`src/rtl/turnstile_input_conditioner.sv`:
```
// Sync + debounce + rising-edge pulse for the turnstile coin/push inputs.
// Optional coin-credit mode selected by TURNSTILE_COIN_CREDIT_EN.

module turnstile_debounce_chan #(
  parameter int unsigned DEBOUNCE_CYCLES = 1000,
  parameter int unsigned CNT_W           = 16
) (
  input  logic i_clk,
  input  logic i_reset,
  input  logic i_raw,
  output logic o_pulse,
  output logic o_level
);
  typedef enum logic [1:0] {S_LOW, S_RISE_CHK, S_HIGH, S_FALL_CHK} state_t;

  localparam logic [CNT_W-1:0] LP_LAST = CNT_W'(DEBOUNCE_CYCLES - 1);

  logic [1:0]       r_sync;
  state_t           r_state;
  logic [CNT_W-1:0] r_cnt;
  logic             r_level;
  logic             r_pulse;
  logic             w_sync;

  assign w_sync  = r_sync[1];
  assign o_pulse = r_pulse;
  assign o_level = r_level;

  always_ff @(posedge i_clk or negedge i_reset) begin
    if (!i_reset) begin
      r_sync  <= '0;
      r_state <= S_LOW;
      r_cnt   <= '0;
      r_level <= 1'b0;
      r_pulse <= 1'b0;
    end else begin
      r_sync  <= {r_sync[0], i_raw};
      r_pulse <= 1'b0;
      case (r_state)
        S_LOW: if (w_sync) begin
          r_state <= S_RISE_CHK;
          r_cnt   <= '0;
        end
        S_RISE_CHK: begin
          if (!w_sync) begin
            r_state <= S_LOW;
          end else if (r_cnt == LP_LAST) begin
            r_state <= S_HIGH;
            r_level <= 1'b1;
            r_pulse <= 1'b1;
          end else begin
            r_cnt <= r_cnt + 1'b1;
          end
        end
        S_HIGH: if (!w_sync) begin
          r_state <= S_FALL_CHK;
          r_cnt   <= '0;
        end
        S_FALL_CHK: begin
          // falling edge is debounced the same way but never pulses
          if (w_sync) begin
            r_state <= S_HIGH;
          end else if (r_cnt == LP_LAST) begin
            r_state <= S_LOW;
            r_level <= 1'b0;
          end else begin
            r_cnt <= r_cnt + 1'b1;
          end
        end
        default: r_state <= S_LOW;
      endcase
    end
  end
endmodule

module turnstile_input_conditioner #(
  parameter int unsigned DEBOUNCE_CYCLES = 1000,
  parameter int unsigned CNT_W           = 16
) (
  input  logic       i_clk,
  input  logic       i_reset,
  input  logic       i_coin_raw,
  input  logic       i_push_raw,
  output logic       o_coin,
  output logic       o_push,
  output logic       o_coin_level,
  output logic       o_push_level,
  output logic [2:0] o_credit
);
  // channel 0 = coin, channel 1 = push
  logic [1:0] w_raw;
  logic [1:0] w_pulse;
  logic [1:0] w_level;

  assign w_raw = {i_push_raw, i_coin_raw};

  for (genvar g = 0; g < 2; g++) begin : g_chan
    turnstile_debounce_chan #(
      .DEBOUNCE_CYCLES(DEBOUNCE_CYCLES),
      .CNT_W          (CNT_W)
    ) u_chan (
      .i_clk  (i_clk),
      .i_reset(i_reset),
      .i_raw  (w_raw[g]),
      .o_pulse(w_pulse[g]),
      .o_level(w_level[g])
    );
  end

  assign o_push       = w_pulse[1];
  assign o_coin_level = w_level[0];
  assign o_push_level = w_level[1];

`ifdef TURNSTILE_COIN_CREDIT_EN
  logic [2:0] r_credit;

  // simultaneous coin and push pulses cancel out
  always_ff @(posedge i_clk or negedge i_reset) begin
    if (!i_reset) begin
      r_credit <= 3'd0;
    end else begin
      case (w_pulse)
        2'b01:   if (r_credit != 3'd7) r_credit <= r_credit + 3'd1;
        2'b10:   if (r_credit != 3'd0) r_credit <= r_credit - 3'd1;
        default: r_credit <= r_credit;
      endcase
    end
  end

  assign o_credit = r_credit;
  assign o_coin   = |r_credit;
`else
  assign o_credit = 3'd0;
  assign o_coin   = w_pulse[0];
`endif
endmodule

```
`config.mk`:
```
export PLATFORM = sky130hd
export DESIGN_NAME = turnstile_input_conditioner
export DESIGN_NICKNAME = d
export VERILOG_FILES = /design/src/rtl/turnstile_input_conditioner.sv
export SDC_FILE = /design/constraint.sdc
export NUM_CORES = 1
export LEC_CHECK = 0
export BUFFER_PORTS_ARGS = -buffer_cell sky130_fd_sc_hd__buf_4
export CAP_MARGIN = 20
export CORE_MARGIN = 2
export CORE_UTILIZATION = 60
export DETAILED_ROUTE_END_ITERATION = 10
export GPL_TIMING_DRIVEN = 0
export HOLD_SLACK_MARGIN = 0.12
export MAX_ROUTING_LAYER = met4
export PLACE_DENSITY_LB_ADDON = 0.15
export SYNTH_ARGS = -nofsm -noshare
export SYNTH_HDL_FRONTEND = slang
export SYNTH_SLANG_ARGS = --single-unit
```
`constraint.sdc`:
```
create_clock -name i_clk -period 2.75 [get_ports i_clk]
set_clock_uncertainty 0.1 [all_clocks]
set_input_delay 0 -clock i_clk [delete_from_list [all_inputs] [get_ports i_clk]]
set_output_delay 0 -clock i_clk [all_outputs]
set_load 0.03 [all_outputs]
```
==> impl_metrics.yaml, run 1 <==
outcome:
  status: "complete, no violations"
power_and_ir_drop:
  max-vdd-ir-drop_mv: 0.466
  cellLeakagePower_nw: 1.10
  pwr-share-clk_pct: 35.0
  report.power.total_mw: 1.23
  p_int_uw: 911
  pwr-share-comb_pct: 8.0
  p_seq_share_pct: 57.0
  swShare_pct: 25.7
  p_sw_uw: 315
  power_density_nw_per_um2: 485
detailed_routing:
  avgViaCountPerCell: 5.82
  wl_um: 4380
  drcViolationCount: 0
  post_drt_wl_per_cell_um: 14.7
  drtPass1Iterations: 4
  drtIter0Drc: 150
  routed-via-count: 1735
  ant_nets: 0
sta:
  fin_ws_ns: 0.375
  worst_slew_pin_slew_ns: 0.748
  period_share_pct: 86.4
  finalMaxSlewViolations: 0
  slew_headroom_pct: 49.7
  tns_ns: 0
  rsz0062_at_grt: "no"
  fmax_mhz: 421
  setup_violations: 0
  final_hold_viol_count: 0
  fin_crit_ns: 2.38
global_route:
  grt_pass1_wl_um: 7450
  grt_max_degree: 45
  grt_pass1_vias: 1650
  antenna_found_initial: 0
  grt_overflow: 0
  grtUsageTotal_pct: 23.9
setup_path:
  crit_arrival_ns: 2.45
  critPathLaunchType: "flop"
  cp_cell_sequence: "or4_1, nor4_1, or3_1, xor2_1, nor2_1"
  cpPeakStageDelay_ns: 0.69
  cp_max_fo: 5
  path_class: "reg -> reg"
  critPathCaptureType: "flop"
  cpMaxStageDelayCell: "nor4_1"
  worstPathRequired_ns: 2.83
place:
  place_ws_ns: 0.468
  place_congestion: 0.836
  hpwl_um: 2960
  portBuffers: 7
die:
  io_pins: 11
  core_um2: 3660
  start_util_pct: 62.3
  dieArea_um2: 4310
  die_w_um: 65.6
  row_count: 22
  die_y_um: 65.6
yosys:
  synth_top_area_share_pct: 48.3
  synth_top_area_cell: "dfrtp_1"
  syn-cell-area_um2: 2280
  synth_area_leaders: "dfrtp_1 (48%), a22o_1 (4.6%), nor2_1 (4.3%), xnor2_1 (3.8%), nand4_1 (3.6%)"
  ys_seq_area_share_pct: 48.3
  synth-edff-count: 0
  synth_cell_types: 43
  synth_seq_cells: 44
  synth_top_flop_cell: "dfrtp_1"
  syn_area_per_cell_um2: 9.91
  syn_inst: 230
  async_flop_share_pct: 100
  synth-warning-count: 0
cells_and_area:
  areaGrowthSynthToFinish_pct: 10.9
  n_antenna_cell: 0
  mostFrequentLayoutCells: "dfrtp_1 (44), nor2_1 (26), nand2_1 (21), nand4_1 (13), a22o_1 (12)"
  final_util_pct: 69.0
  final_common_cell: "dfrtp_1"
  fillCellCount: 314
  drive_gt1_share_pct: 14.8
  final_nets: 255
clock_network:
  tritoncts_num_sinks: 44
  clk_transition_reported_paths_ns: 0.09
  ctsResizeCount: 0
  ctsHoldBuffers: 3
  clkLatencyLatePin_ns: 0.30
  cts_tree: "built"
  post-cts-setup-buffer-count: 0
  numCtsBuffers: 5
  htreeDepth: 2
  cts-root-buf: "clkbuf_8"
  clockBufferDepth: 2
job:
  maxCapViolCount: 0
min_path:
  hp-class: "in -> async"
-- critical path: cells and delay by family (launching register included) --
family | cells | cell delay (ns)
simple gates | 4 | 1.57
flops | 1 | 0.43
xor+xnor | 1 | 0.16
-- synth_stat cells (2+ instances only) --
cell type  count
dfrtp_1       44
nor2_1        26
nand2_1       21
nand4_1       13
a22o_1        12
nand3_1       11
o21ai_0       11
xnor2_1       10
or4_1          7
inv_1          6
nor3_1         6
xor2_1         6
a21oi_1        5
mux2_2         5
nor4_1         5
clkbuf_1       4
or3_1          4
buf_4          3
or4_4          3
a21o_1         2
a31oi_1        2
buf_2          2
ha_1           2
-- routing by layer --
layer / track usage, % / up-vias / part of all wire, %
met5: - / - / 0
met4: 12.0 / 0 / 2.6
met3: 6.68 / 9 / 3.9
met2: 37.8 / 40 / 48
met1: 27.9 / 822 / 45
li1: - / 864 / -
-- registers in the layout, indices dropped and copies added, names as in the netlist, named ones only --
signal,cells
g_chan.u_chan.r_cnt,32
g_chan.u_chan.r_sync,4
g_chan.u_chan.r_state,2
g_chan.u_chan.o_pulse,2
g_chan.u_chan.o_level,2
-- final cells by class --
cell class,instances,area [µm²],share of cell area [%]
Sequential cell,44,1100,43.6
Clock buffer,6,82.6,3.27
Inverter,7,28.8,1.14
Tap cell,48,60.1,2.38
Buffer,11,83.8,3.32
Multi-Input combinational cell,170,1070,42.5
Clock inverter,2,15.0,0.594
Timing Repair Buffer,10,82.6,3.27
-- kinds of logic after synthesis --
group	after synthesis	synth area share, %
simple gates	106	25.3
flops	44	48.3
compound gates	37	11.1
buf+inv	18	4.94
xor+xnor	16	6.15
mux	6	2.96
fa+ha+maj	2	1.10
other cells	1	0.164
-- power by group through the flow --
stage	Clock [mW]	Combinational, mW	Sequential [mW]
5_1_grt	0.463	0.112	0.702
3_5_place_dp	0	0.0955	0.710
2_1_floorplan	0	0.0674	0.702
3_3_place_gp	0	0.0934	0.709
4_1_cts	0.440	0.0995	0.698
6_report	0.428	0.0986	0.698
-- worst paths after layout --
path	start	slack, ns	cells after the start	end
min in group i_clk	i_coin_raw	0.26	2	g_chan[0].u_chan.r_sync[0]
worst max register to register	g_chan[1].u_chan.r_cnt[13]	0.37	5	g_chan[1].u_chan.r_cnt[3]
worst max-delay path	g_chan[1].u_chan.r_cnt[13]	0.37	5	g_chan[1].u_chan.r_cnt[3]
worst min-delay path	i_reset	0.11	2	g_chan[1].u_chan.r_sync[0]
worst min register to register	g_chan[0].u_chan.r_sync[0]	0.27	0	g_chan[0].u_chan.r_sync[1]
max in group asynchronous	i_reset	2.05	2	g_chan[1].u_chan.r_cnt[13]
-- through the flow --
step | cells | cell area [µm²] | hold WS, ns
global route | 298 | 2530 | 0.172
detailed placement | 287 | 2400 | -0.0794
CTS | 298 | 2530 | 0.132
floorplan | 232 | 2290 | -0.396
finish | 298 | 2530 | 0.108
global placement | 287 | 2400 | -0.0831
Power figures use the tool's default switching activity.
==> inputs of run 2 (changes only) <==
--- a/config.mk
+++ b/config.mk
@@ -13,7 +13,8 @@
 export GPL_TIMING_DRIVEN = 0
 export HOLD_SLACK_MARGIN = 0.12
 export MAX_ROUTING_LAYER = met4
-export PLACE_DENSITY_LB_ADDON = 0.15
+export PLACE_DENSITY = 0.78
+export SKIP_CTS_REPAIR_TIMING = 1
 export SYNTH_ARGS = -nofsm -noshare
 export SYNTH_HDL_FRONTEND = slang
 export SYNTH_SLANG_ARGS = --single-unit
==> run 2 against run 1 <==
Effect of this change: clock power shrank 11%; critical path depth unchanged; cell count fell by 0.34%; worst setup slack better by 0.064 ns; sequential cell count stayed put; die area unchanged; worst hold slack better by 0.016 ns; largest power group unchanged.
==> impl_metrics.yaml, run 2 (synthesis gave the netlist of run 1 again) <==
outcome:
  status: "complete, no violations"
sta:
  fin_ws_ns: 0.439
  fin_crit_ns: 2.31
  fmax_mhz: 433
  period_share_pct: 84.0
  slew_headroom_pct: 54.0
  rsz0062_at_grt: "no"
  tns_ns: 0
  finalMaxSlewViolations: 0
  final_hold_viol_count: 0
  worst_slew_pin_slew_ns: 0.687
  setup_violations: 0
  timing.hold.ws_ns: 0.124
place:
  numPlacedInstances: 287
  hpwl_um: 2820
  placed_cell_area_um2: 2400
  portBuffers: 7
  place_ws_ns: 0.495
  place_congestion: 0.818
setup_path:
  endpoint: "g_chan[1].u_chan.r_cnt[7]"
  critPathLaunchType: "flop"
  cp_max_fo: 5
  crit_arrival_ns: 2.37
  path_class: "reg -> reg"
  rr_worst_depth: 5
  worstPathRequired_ns: 2.81
  critPathCaptureType: "flop"
  rr_startpoint: "g_chan[1].u_chan.r_cnt[13]"
  startpoint: "g_chan[1].u_chan.r_cnt[13]"
  reg2reg_to: "g_chan[1].u_chan.r_cnt[7]"
  r2r_slack_ns: 0.44
power_and_ir_drop:
  p_int_uw: 880
  max-vdd-ir-drop_mv: 0.337
  pwr-share-comb_pct: 8.3
  p_seq_share_pct: 59.3
  p_sw_uw: 297
  pwr-share-clk_pct: 32.4
  swShare_pct: 25.2
  power_density_nw_per_um2: 470
  cellLeakagePower_nw: 1.10
detailed_routing:
  avgViaCountPerCell: 5.96
  routed-via-count: 1769
  wl_um: 4340
  ant_nets: 0
  drcViolationCount: 0
  drtIter0Drc: 136
  post_drt_wl_per_cell_um: 14.6
  drtPass1Iterations: 4
cells_and_area:
  final_common_cell: "dfrtp_1"
  multiInputGateArea_um2: 1070
  regArea_um2: 1100
  fillCellCount: 304
  largest_register: "g_chan.u_chan.r_cnt"
  reg_top3: "g_chan.u_chan.r_cnt (32), g_chan.u_chan.r_sync (4)"
  n_antenna_cell: 0
  largest_reg_flops: 32
  finalNonFillerCells: 297
  design_area_um2: 2510
  areaGrowthSynthToFinish_pct: 9.99
  drive_gt1_share_pct: 14.1
  mostFrequentLayoutCells: "dfrtp_1 (44), nor2_1 (26), nand2_1 (21), nand4_1 (13), a22o_1 (12)"
  final_nets: 255
global_route:
  grt_overflow: 0
  grt_pass1_wl_um: 7470
  grtUsageTotal_pct: 23.5
  grt_pass1_vias: 1569
  grt_max_degree: 45
  antenna_found_initial: 0
die:
  core_um2: 3660
  die_w_um: 65.6
  dieArea_um2: 4310
  row_count: 22
  die_y_um: 65.6
  start_util_pct: 62.3
  io_pins: 11
clock_network:
  htreeDepth: 2
  tritoncts_num_sinks: 44
  clockBufferDepth: 2
  numCtsBuffers: 5
  cts-root-buf: "clkbuf_8"
  clk_transition_reported_paths_ns: 0.08
  clkLatencyLatePin_ns: 0.30
  cts_tree: "built"
job:
  maxCapViolCount: 0
min_path:
  hp-class: "in -> async"
## run 2: how the worst min path moves through the flow
stage	slack [ns]	end	cells after the start	from
after floorplan	-0.40	asynchronous set/reset pin	0	i_reset
after global placement	-0.07	g_chan[0].u_chan.r_sync[0]	1	i_reset
after detailed placement	-0.07	g_chan[0].u_chan.r_sync[0]	1	i_reset
after CTS	-0.40	g_chan[0].u_chan.r_cnt[13]	1	i_reset
after global routing	0.18	g_chan[0].u_chan.o_level	2	i_reset
final	0.12	g_chan[0].u_chan.r_cnt[14]	2	i_reset
## run 2: power groups by stage
stage	clock [mW]	combinational [mW]	sequential (mW)
floorplan	0	0.0674	0.702
global placement	0	0.0930	0.709
detailed placement	0	0.0953	0.709
CTS	0.396	0.0955	0.697
global route	0.417	0.110	0.703
finish	0.382	0.0977	0.698
## run 2: per-layer routing
metal	track usage (%)	vias up	share of wire (%)
li1	-	861	-
met1	34.4	866	52
met2	31.9	37	42
met3	4.62	5	3.9
met4	9.38	0	1.6
met5	-	-	0
## run 2: worst max-delay path: stages (launching register included)
cell and delay (ns):
dfrtp_1 0.44, or4_1 0.58, nor4_1 0.61, or4_1 0.24
xnor2_1 0.13, nor2_1 0.07
## run 2: metrics by stage
stage                     util (%)  power, mW
after floorplan                  -      0.770
after global placement        65.6      0.802
after detailed placement      65.6      0.804
after CTS                     67.7       1.19
after global routing          68.5       1.23
final                         68.5       1.18
## run 2: area by class of cell
| cell class | count | share of cell area [%] |
|---|---|---|
| buffer | 11 | 3.34 |
| clock buffer | 6 | 2.89 |
| clock inverter | 1 | 0.200 |
| inverter | 7 | 1.15 |
| multi-input combinational | 170 | 42.8 |
| sequential | 44 | 43.9 |
| tap | 48 | 2.40 |
| timing repair buffer | 10 | 3.29 |
==> inputs of run 3 (changes only) <==
==> constraint.sdc (replaced) <==
create_clock -name i_clk -period 2.4 [get_ports i_clk]
set_clock_uncertainty 0.1 [all_clocks]
set_input_delay 0 -clock i_clk [delete_from_list [all_inputs] [get_ports i_clk]]
set_output_delay 0 -clock i_clk [all_outputs]
set_load 0.03 [all_outputs]
==> run 3 against run 2 <==
Effect of this change: cell count grew 0.67%; die area unchanged; final area rose by 0.85%; register-to-register slack got worse by 0.31 ns; largest power group unchanged; total power up 15%; utilization rose by 0.58 points.
==> impl_metrics.yaml, run 3 (synthesis gave the netlist of run 1 again) <==
power_and_ir_drop:
  cellLeakagePower_nw: 1.11
  report.power.total_mw: 1.35
  max-vdd-ir-drop_mv: 0.386
  power_density_nw_per_um2: 535
sta:
  final_hold_viol_count: 0
  fmax_mhz: 439
  fin_ws_ns: 0.124
  rsz0062_at_grt: "no"
  fin_crit_ns: 2.28
  setup_violations: 0
  slew_headroom_pct: 53.8
  finalMaxSlewViolations: 0
  tns_ns: 0
  worst_slew_pin_slew_ns: 0.691
  timing.hold.ws_ns: 0.120
  period_share_pct: 94.8
cells_and_area:
  multiInputGateArea_um2: 1080
  design_area_um2: 2530
  final_nets: 257
  final_util_pct: 69.1
  mostFrequentLayoutCells: "dfrtp_1 (44), nor2_1 (26), nand2_1 (21), nand4_1 (13)"
  finalNonFillerCells: 299
  largest_reg_flops: 32
  n_antenna_cell: 0
  reg_top3: "g_chan.u_chan.r_cnt (32), g_chan.u_chan.r_sync (4)"
  fillCellCount: 304
  final_common_cell: "dfrtp_1"
  areaGrowthSynthToFinish_pct: 10.9
  regArea_um2: 1100
  largest_register: "g_chan.u_chan.r_cnt"
  drive_gt1_share_pct: 15.1
setup_path:
  path_class: "reg -> reg"
  crit_arrival_ns: 2.35
  cp_max_fo: 6
  critPathTopFamily: "simple AND/OR/NAND/NOR gates"
  critPathCaptureType: "flop"
  cp_common_cell: "or4_1"
  critPathLaunchType: "flop"
  cpPeakStageDelay_ns: 0.60
  worstPathRequired_ns: 2.47
  crit_buf_inv: 1
  cp_cell_sequence: "or4_1, or4_1, buf_2, nand3_1, xor2_1, nor2_1"
  cpMaxStageDelayCell: "or4_1"
place:
  placed_cell_area_um2: 2400
  place_ws_ns: 0.145
  numPlacedInstances: 287
  portBuffers: 7
  hpwl_um: 2820
  place_congestion: 0.818
global_route:
  grt_pass1_wl_um: 7470
  grt_max_degree: 45
  grt_pass1_vias: 1569
  grtUsageTotal_pct: 23.5
  grt_overflow: 0
  antenna_found_initial: 0
clock_network:
  clk_transition_reported_paths_ns: 0.08
  cts_tree: "built"
  clkLatencyLatePin_ns: 0.30
  tritoncts_num_sinks: 44
  clockBufferDepth: 2
  htreeDepth: 2
  numCtsBuffers: 5
  cts-root-buf: "clkbuf_8"
detailed_routing:
  drcViolationCount: 0
  avgViaCountPerCell: 5.95
  routed-via-count: 1780
  ant_nets: 0
  drtPass1Iterations: 4
  drtIter0Drc: 132
  post_drt_wl_per_cell_um: 14.7
  wl_um: 4390
outcome:
  status: "complete, no violations"
die:
  core_um2: 3660
  die_y_um: 65.6
  row_count: 22
  die_w_um: 65.6
  io_pins: 11
  dieArea_um2: 4310
  start_util_pct: 62.3
min_path:
  hp-class: "in -> async"
job:
  maxCapViolCount: 0
## run 3: cell count changes in the layout (fill, tap and decap cells not counted), sizes merged
cell | previous run | this run
buf | 13 | 15
## run 3: worst register-to-register path: cells and delay by family (launching register included)
| kind | cells | cell delay [ns] |
|---|---|---|
| AND/OR/NAND/NOR | 4 | 1.27 |
| flip-flops | 1 | 0.44 |
| buffers and inverters | 1 | 0.19 |
| XOR/XNOR | 1 | 0.15 |
## run 3: layout make-up
cell class | instances | area share (%)
Buffer | 11 | 3.32
Clock buffer | 6 | 2.87
Clock inverter | 1 | 0.198
Inverter | 7 | 1.14
Multi-Input combinational cell | 170 | 42.7
Sequential cell | 44 | 43.5
Tap cell | 48 | 2.38
Timing Repair Buffer | 12 | 3.86
## run 3: report_power, final
| part | switching [mW] | internal, mW |
|---|---|---|
| Clock | 0.244 | 0.198 |
| Sequential | 0.0337 | 0.766 |
| Combinational | 0.0677 | 0.0439 |
| Total | 0.345 | 1.01 |
## run 3: path summary, 6_finish.rpt
| path | startpoint | endpoint | slack [ns] | cells after the start |
|---|---|---|---|---|
| setup / recovery | g_chan[1].u_chan.r_cnt[13] | g_chan[1].u_chan.r_cnt[2] | 0.12 | 6 |
| hold reg to reg | g_chan[0].u_chan.r_sync[0] | g_chan[0].u_chan.r_sync[1] | 0.25 | 0 |
| max in group asynchronous | i_reset | g_chan[0].u_chan.r_cnt[12] | 1.69 | 2 |
| min in group i_clk | g_chan[0].u_chan.r_sync[0] | g_chan[0].u_chan.r_sync[1] | 0.25 | 0 |
| setup reg to reg | g_chan[1].u_chan.r_cnt[13] | g_chan[1].u_chan.r_cnt[2] | 0.12 | 6 |
| hold / removal | i_reset | g_chan[0].u_chan.r_cnt[14] | 0.12 | 2 |
## run 3: per-layer routing
metal,vias to the layer above,global-route usage (%),share of wire [%]
met5,-,-,0
met4,0,9.38,1.5
met3,6,4.62,4.8
met2,38,31.9,43
met1,871,34.4,51
li1,865,-,-
